<file path="src/rtl/dly_pkg.sv">
// Shared constants and helpers for the programmable pulse-delay bank.
package dly_pkg;

  typedef enum logic {
    DLY_IGNORE = 1'b0,
    DLY_RETRIG = 1'b1
  } dly_mode_e;

  localparam int unsigned CLK_NS = 20;

  // Converts a nanosecond delay to clk cycles, rounding down but never below one cycle.
  function automatic int unsigned dly_cycles(input int unsigned ns);
    int unsigned q;
    q = ns / CLK_NS;
    return (q == 0) ? 1 : q;
  endfunction

endpackage

</file>
<file path="src/rtl/dly_chan.sv">
// One delay channel: run counter, shadowed target, busy level and sticky overrun.
module dly_chan
  import dly_pkg::*;
#(
  parameter int unsigned CW = 13
) (
  input  logic          clk,
  input  logic          reset,
  input  logic          trig,
  input  logic          abort,
  input  logic          ovr_clr,
  input  logic [CW-1:0] cnt,
  input  logic          mode,
  output logic          p,
  output logic          l,
  output logic          ovr
);

  logic [CW-1:0] r;
  logic [CW-1:0] tgt;
  logic          pcyc;
  logic          armed;
  logic          accept;
  logic          ovr_set;

  // r is nonzero exactly while running; the p cycle is r reaching the shadowed target.
  always_comb begin
    pcyc    = (r != '0) && (r == tgt);
    armed   = trig && !abort && (cnt != '0);
    accept  = armed && (!l || pcyc || (mode == DLY_RETRIG));
    ovr_set = armed && l && !pcyc;
    p       = pcyc && !abort;
  end

  always_ff @(posedge clk or posedge reset) begin
    if (reset) begin
      r   <= '0;
      tgt <= '0;
      l   <= 1'b0;
      ovr <= 1'b0;
    end else begin
      if (abort) begin
        r <= '0;
        l <= 1'b0;
      end else if (accept) begin
        r   <= {{(CW-1){1'b0}}, 1'b1};
        tgt <= cnt;
        l   <= 1'b1;
      end else if (pcyc) begin
        r <= '0;
        l <= 1'b0;
      end else if (r != '0) begin
        r <= r + 1'b1;
      end

      if (ovr_set) begin
        ovr <= 1'b1;
      end else if (ovr_clr) begin
        ovr <= 1'b0;
      end
    end
  end

endmodule

</file>
<file path="src/rtl/dly_chan_bank.sv">
// Bank of NCH run-time-programmable pulse delay channels with a shared config port.
module dly_chan_bank
  import dly_pkg::*;
#(
  parameter int unsigned NCH        = 4,
  parameter int unsigned CW         = 13,
  parameter int unsigned DEF_CNT    = 5,
  parameter logic        DEF_RETRIG = 1'b0,
  localparam int unsigned CHW       = (NCH > 1) ? $clog2(NCH) : 1
) (
  input  logic           clk,
  input  logic           reset,
  input  logic [NCH-1:0] trig,
  input  logic [NCH-1:0] abort,
  input  logic           cfg_we,
  input  logic [CHW-1:0] cfg_ch,
  input  logic [CW-1:0]  cfg_cnt,
  input  logic           cfg_retrig,
  input  logic [NCH-1:0] ovr_clr,
  output logic [NCH-1:0] p,
  output logic [NCH-1:0] l,
  output logic [NCH-1:0] ovr
);

  logic [CW-1:0]  cnt_q [NCH];
  logic [NCH-1:0] mode_q;

  // Decoding by equality against each channel index drops cfg_ch values >= NCH.
  always_ff @(posedge clk or posedge reset) begin
    if (reset) begin
      for (int unsigned i = 0; i < NCH; i++) begin
        cnt_q[i] <= CW'(DEF_CNT);
      end
      mode_q <= {NCH{DEF_RETRIG}};
    end else if (cfg_we) begin
      for (int unsigned i = 0; i < NCH; i++) begin
        if (cfg_ch == CHW'(i)) begin
          cnt_q[i]  <= cfg_cnt;
          mode_q[i] <= cfg_retrig;
        end
      end
    end
  end

  for (genvar g = 0; g < NCH; g++) begin : g_chan
    dly_chan #(
      .CW(CW)
    ) u_chan (
      .clk    (clk),
      .reset  (reset),
      .trig   (trig[g]),
      .abort  (abort[g]),
      .ovr_clr(ovr_clr[g]),
      .cnt    (cnt_q[g]),
      .mode   (mode_q[g]),
      .p      (p[g]),
      .l      (l[g]),
      .ovr    (ovr[g])
    );
  end

endmodule

</file>
<file path="config.mk">
export PLATFORM = sky130hd
export DESIGN_NAME = dly_chan_bank
export DESIGN_NICKNAME = d
export VERILOG_FILES = /design/src/rtl/dly_pkg.sv /design/src/rtl/dly_chan.sv /design/src/rtl/dly_chan_bank.sv
export SDC_FILE = /design/constraint.sdc
export NUM_CORES = 1
export LEC_CHECK = 0
export CAP_MARGIN = 20
export CELL_PAD_IN_SITES_DETAIL_PLACEMENT = 1
export CELL_PAD_IN_SITES_GLOBAL_PLACEMENT = 2
export CORE_ASPECT_RATIO = 0.75
export CORE_UTILIZATION = 45
export DETAILED_ROUTE_END_ITERATION = 8
export PLACE_DENSITY = 0.84
export SETUP_SLACK_MARGIN = 0.3
export SLEW_MARGIN = 20
export SYNTH_ARGS = -nofsm -noshare
export SYNTH_HDL_FRONTEND = slang
export SYNTH_SLANG_ARGS = --single-unit
export TNS_END_PERCENT = 20
</file>
<file path="constraint.sdc">
create_clock -name clk -period 14.8 [get_ports clk]
set_input_delay 3.7 -clock clk [delete_from_list [all_inputs] [get_ports clk]]
set_output_delay 3.7 -clock clk [all_outputs]
set_load 0.01 [all_outputs]
</file>
=== After elaboration in Yosys (flattened, before gate mapping) ===
Index checks and enable logic that the tools add are counted.

* Add/subtract/negate cells: 4
* Equal/unequal tests: 7
* Multiplexer cells: 36
* Bitwise operators: 4
* Reduce and logical (&&, ||, !) cells: 77

{| class="wikitable"
|+ Operator list
! kind !! count
|-
| 13-bit 2-to-1 mux || 16
|-
| 13-bit nonzero test || 8
|-
| 13-bit by 1-bit adder with 13-bit output, second input constant || 4
|-
| 13-bit == test || 4
|-
| 1-bit logical AND || 28
|-
| 1-bit 2-to-1 mux || 20
|-
| 2-bit AND reduction || 8
|-
| 4-bit nonzero test || 4
|-
| 1-bit zero test || 12
|-
| 3-bit nonzero test || 4
|-
| 1-bit logical OR || 8
|-
| 2-bit nonzero test || 4
|-
| 2-bit == test, second input constant || 2
|-
| 1-bit NOT || 4
|-
| 2-bit by 1-bit == test with 1-bit output, second input constant || 1
|-
| 2-bit zero test || 1
|}

* Register bits after elaboration: 168
* Bits of input ports: 31
* Output and inout port bits: 12
* Logic and storage cells: 152

=== Logic depth before layout (Yosys ltp) ===
* Word-level depth: 7
* Mapped depth: 10
* Mapped depth without buffers: 8

=== Cells and area by module ===
From an unflattened synthesis, not the netlist that was laid out.

* Cell total of the unflattened synthesis: 641
* Area total of the unflattened synthesis: 7890.1 um2

{| class="wikitable"
|+ By module, submodules not included
! module !! instances !! cells each !! area each (um2) !! sequential area each (um2)
|-
| dly_chan || 4 || 130 || 1443.9 || 700.7
|-
| dly_chan_bank || 1 || 121 || 2114.5 || 1411.4
|}

=== Worst setup path before layout ===
OpenSTA, ideal clock, no wires.

* Path type: input to output
* Start: input port abort[2]
* End: output port p[2]
* Arrival: 4.099 ns
* Required time: 11.100 ns
* Slack: 7.001 ns
* Cell stages on the path: 2
* Path buffers: 1
* Path through: nor4_1 > buf_4

* Cells in the longest elaborated chain, start to end: 2

{| class="wikitable"
|+ RTL lines
! element !! RTL line !! RTL
|-
| start: declaration || dly_chan_bank.sv:14 || <nowiki>input logic [NCH-1:0] abort,</nowiki>
|-
| 1-bit zero test || dly_chan.sv:32 || <nowiki>p = pcyc && !abort;</nowiki>
|-
| 1-bit logical AND || dly_chan.sv:32 ||
|-
| end: declaration || dly_chan_bank.sv:20 || <nowiki>output logic [NCH-1:0] p,</nowiki>
|}

No other way between the ends.

=== Final worst setup path ===
Same ends and word-level chain as after synthesis.

==> impl_metrics.py <==
metrics = {
    "layout": {
        "multi_input_area_um2": 3506,
        "nets": 723,
        "antennaDiodeCount": 0,
        "area_delta_synth_final_pct": 14.99,
        "drive_gt1_frac": 0.2095,
        "fillers": 1729,
        "layout_common_cells": "160 x dfrtp_1, 87 x mux2_2, 52 x xor2_1, 49 x nor2_1, 43 x xnor2_1",
        "fin_area_um2": 9168,
        "seqCellArea_um2": 4214,
        "fin_util": 0.5367,
        "final_common_cell": "dfrtp_1",
    },
    "setup_path": {
        "crit_path_frequent_cell": "clkdlybuf4s50_1",
        "setup.worst_path.start_class": "primary input",
        "critPathKind": "in2out",
        "critPathMaxFanout": 7,
        "end_kind": "primary output",
        "crit_arrival_ns": 5.15,
        "max_stage_delay_ns": 0.59,
        "crit_chain": "clkdlybuf4s50_1 -> nor4_1 -> clkdlybuf4s50_1",
        "required_ns": 11.10,
        "crit_path_top_delay_cell": "clkdlybuf4s50_1",
    },
    "detailed_routing": {
        "drt-total-wl_mm": 17.70,
        "wl_met3_um": 485,
        "drc": 0,
        "first_iter_violations": 277,
        "num_vias": 5043,
        "first_pass_iters": 4,
        "antenna_left": 0,
        "top_layer": "met4",
        "vias_per_cell": 5.405,
        "dr_wl_met2_mm": 8.118,
        "wire_per_inst_um": 18.97,
        "wl_met1_mm": 8.864,
    },
    "floorplan": {
        "start_util": 0.4667,
        "fp.dieW_um": 155.7,
        "dieArea_um2": 18260,
        "fp-row-count": 41,
        "die_y_um": 117.3,
        "io_pins": 43,
        "core-area_um2": 17080,
    },
    "cts": {
        "clkLatencyLatePin_ns": 0.43,
        "postCtsResizedCells": 0,
        "htreeDepth": 4,
        "clkSlewWorstSetupHoldPaths_ns": 0.06,
        "clock_sinks": 168,
        "ctsHoldBuffers": 0,
        "numCtsBuffers": 17,
        "cts_tree": "yes",
        "cts_setup_buffers": 0,
        "cts.path.max_buffers": 2,
        "root_buffer": "clkbuf_16",
    },
    "logic_synthesis": {
        "syn_inst": 650,
        "seq_area_frac_synth": 0.5286,
        "synth_flop_cell": "dfrtp_1",
        "synth_area_per_cell_um2": 12.27,
        "syn_area_um2": 7973,
        "ys_ff_latch": 168,
        "synth.distinct_cells": 50,
        "ys_async_sr_fraction": 1.000,
        "yosysWarnings": 0,
        "synth_edf_count": 0,
        "synth_nets": 689,
    },
    "power_and_ir_drop": {
        "ir_worst_vdd_v": 0.00006129,
        "seqPwrFrac": 0.457,
        "p_int_w": 0.001007,
        "p_comb_frac": 0.196,
        "power.switching_w": 0.0003925,
        "clkPwrFrac": 0.347,
        "p_leak_nw": 3.858,
        "power.density_nw_per_um2": 152.7,
        "p_sw_frac": 0.2804,
    },
    "global_routing": {
        "grt_pass1_vias": 5424,
        "grt_pass1_wl_mm": 29.74,
        "antenna_found_initial": 0,
        "grt_remaining_overflow": 0,
        "grt_max_degree": 86,
        "grt.total_usage": 0.2163,
    },
    "timing": {
        "finalCritPeriodShare": 0.5978,
        "fin_ws_ns": 5.953,
        "fin_hold_ws_ns": 0.5062,
        "timing.setup.tns_ns": 0,
        "slew_headroom": 0.3975,
        "worstMarginPinSlew_ns": 0.9037,
        "max_freq_ghz": 0.1130,
        "fin_crit_ns": 8.847,
        "skew_ns": 0.007458,
        "hold_violations": 0,
        "rsz0062_at_grt": "false",
        "slew_violations": 0,
        "setup_viol_count_final": 0,
    },
    "place": {
        "port_buffers": 42,
        "dp_slack_ns": 5.966,
        "postPlaceCellArea_um2": 8513,
        "gp_congestion": 0.8115,
        "post-dp-hpwl_mm": 12.70,
    },
    "flow_run": {
        "drv_cap": 0,
    },
    "hold_path": {
        "hold_path.class": "reg2reg",
    },
    "status": {
        "status": "finished, final reports clean",
    },
}
-- cells by family after synthesis --
logic type / after synthesis / synth area share
AO/OA/AOI/OAI: 34 / 0.03437
buffers and inverters: 47 / 0.03311
flip-flops: 168 / 0.5286
AND/OR/NAND/NOR: 187 / 0.1268
XOR/XNOR: 95 / 0.1044
adder cells (fa/ha/maj): 8 / 0.01256
multiplexers: 111 / 0.1602
-- final timing paths --
| kind | depth (start not counted) | slack, ns | end | start |
|---|---|---|---|---|
| setup / recovery | 3 | 5.95 | p[2] | abort[2] |
| setup reg to reg | 6 | 12.14 | g_chan[1].u_chan.tgt[11] | g_chan[1].u_chan.r[3] |
| hold reg to reg | 1 | 0.51 | g_chan[0].u_chan.tgt[2] | g_chan[0].u_chan.tgt[2] |
| min in group asynchronous | 2 | 3.79 | cnt_q[16] | reset |
| hold / removal | 1 | 0.51 | g_chan[0].u_chan.tgt[2] | g_chan[0].u_chan.tgt[2] |
| max in group asynchronous | 3 | 9.79 | g_chan[0].u_chan.r[2] | reset |
-- final cells by class --
class                      instances  share of cell area
clock inverter                    12             0.02156
sequential                       168              0.4597
clock buffer                      20             0.04872
tap                              236             0.03221
timing repair buffer              43             0.04709
multi-input combinational        435              0.3824
inverter                          19            0.008325
-- critical path, delay by kind of cell --
family | cells | cell delay (ns)
buf+inv | 2 | 1.11
simple gates | 1 | 0.33
-- flip-flops by register name (all words and copies together) (netlist names) --
name and flops:
g_chan.u_chan.tgt 52, mode_q 4, cnt_q 52, g_chan.u_chan.ovr 4, g_chan.u_chan.r 52, g_chan.u_chan.l 4
-- Yosys cell counts, types with 2 or more instances --
master | number | area share
xnor2_1 | 43 | 0.047
inv_1 | 18 | 0.0085
nand3_1 | 29 | 0.018
nand3b_1 | 6 | 0.0056
nor4b_1 | 4 | 0.0044
mux2i_1 | 2 | 0.0025
nand4_1 | 10 | 0.0078
ha_1 | 8 | 0.013
a21boi_0 | 2 | 0.0019
mux2_2 | 87 | 0.12
o21bai_1 | 7 | 0.0066
a21oi_1 | 6 | 0.0038
o21ai_0 | 5 | 0.0031
xor2_1 | 52 | 0.057
nand2b_1 | 5 | 0.0039
mux2_4 | 8 | 0.015
dfrtp_1 | 160 | 0.50
nand2_1 | 15 | 0.0071
o31ai_4 | 3 | 0.0080
nor3_1 | 14 | 0.0088
nor4_2 | 3 | 0.0047
buf_4 | 16 | 0.015
dfstp_2 | 8 | 0.026
o22ai_1 | 3 | 0.0024
mux2_1 | 14 | 0.020
nor4_1 | 20 | 0.016
buf_6 | 2 | 0.0028
and2_1 | 2 | 0.0016
nor2_1 | 49 | 0.023
and3_1 | 22 | 0.017
clkbuf_1 | 8 | 0.0038
-- power groups by stage --
stage	registers [W]	logic, W	clock network [W]
2_1_floorplan	0.000617	0.000222	0
3_3_place_gp	0.000642	0.000259	0
3_5_place_dp	0.000647	0.000274	0
4_1_cts	0.000641	0.000279	0.000495
5_1_grt	0.000653	0.000305	0.000513
6_report	0.000640	0.000275	0.000485
-- metrics by stage --
step / cells / total power, W
global route: 933 / 0.001471
CTS: 933 / 0.001415
detailed placement: 901 / 0.0009210
floorplan: 650 / 0.0008392
finish: 933 / 0.001400
global placement: 901 / 0.0009011
-- metal layers --
metal / vias to the layer above / GRT usage
met5: - / 0
met4: 0 / 0.07190
met3: 19 / 0.04197
met2: 84 / 0.3345
met1: 2592 / 0.3073
li1: 2348 / -
Note: power is estimated with default switching activity, not from simulation.
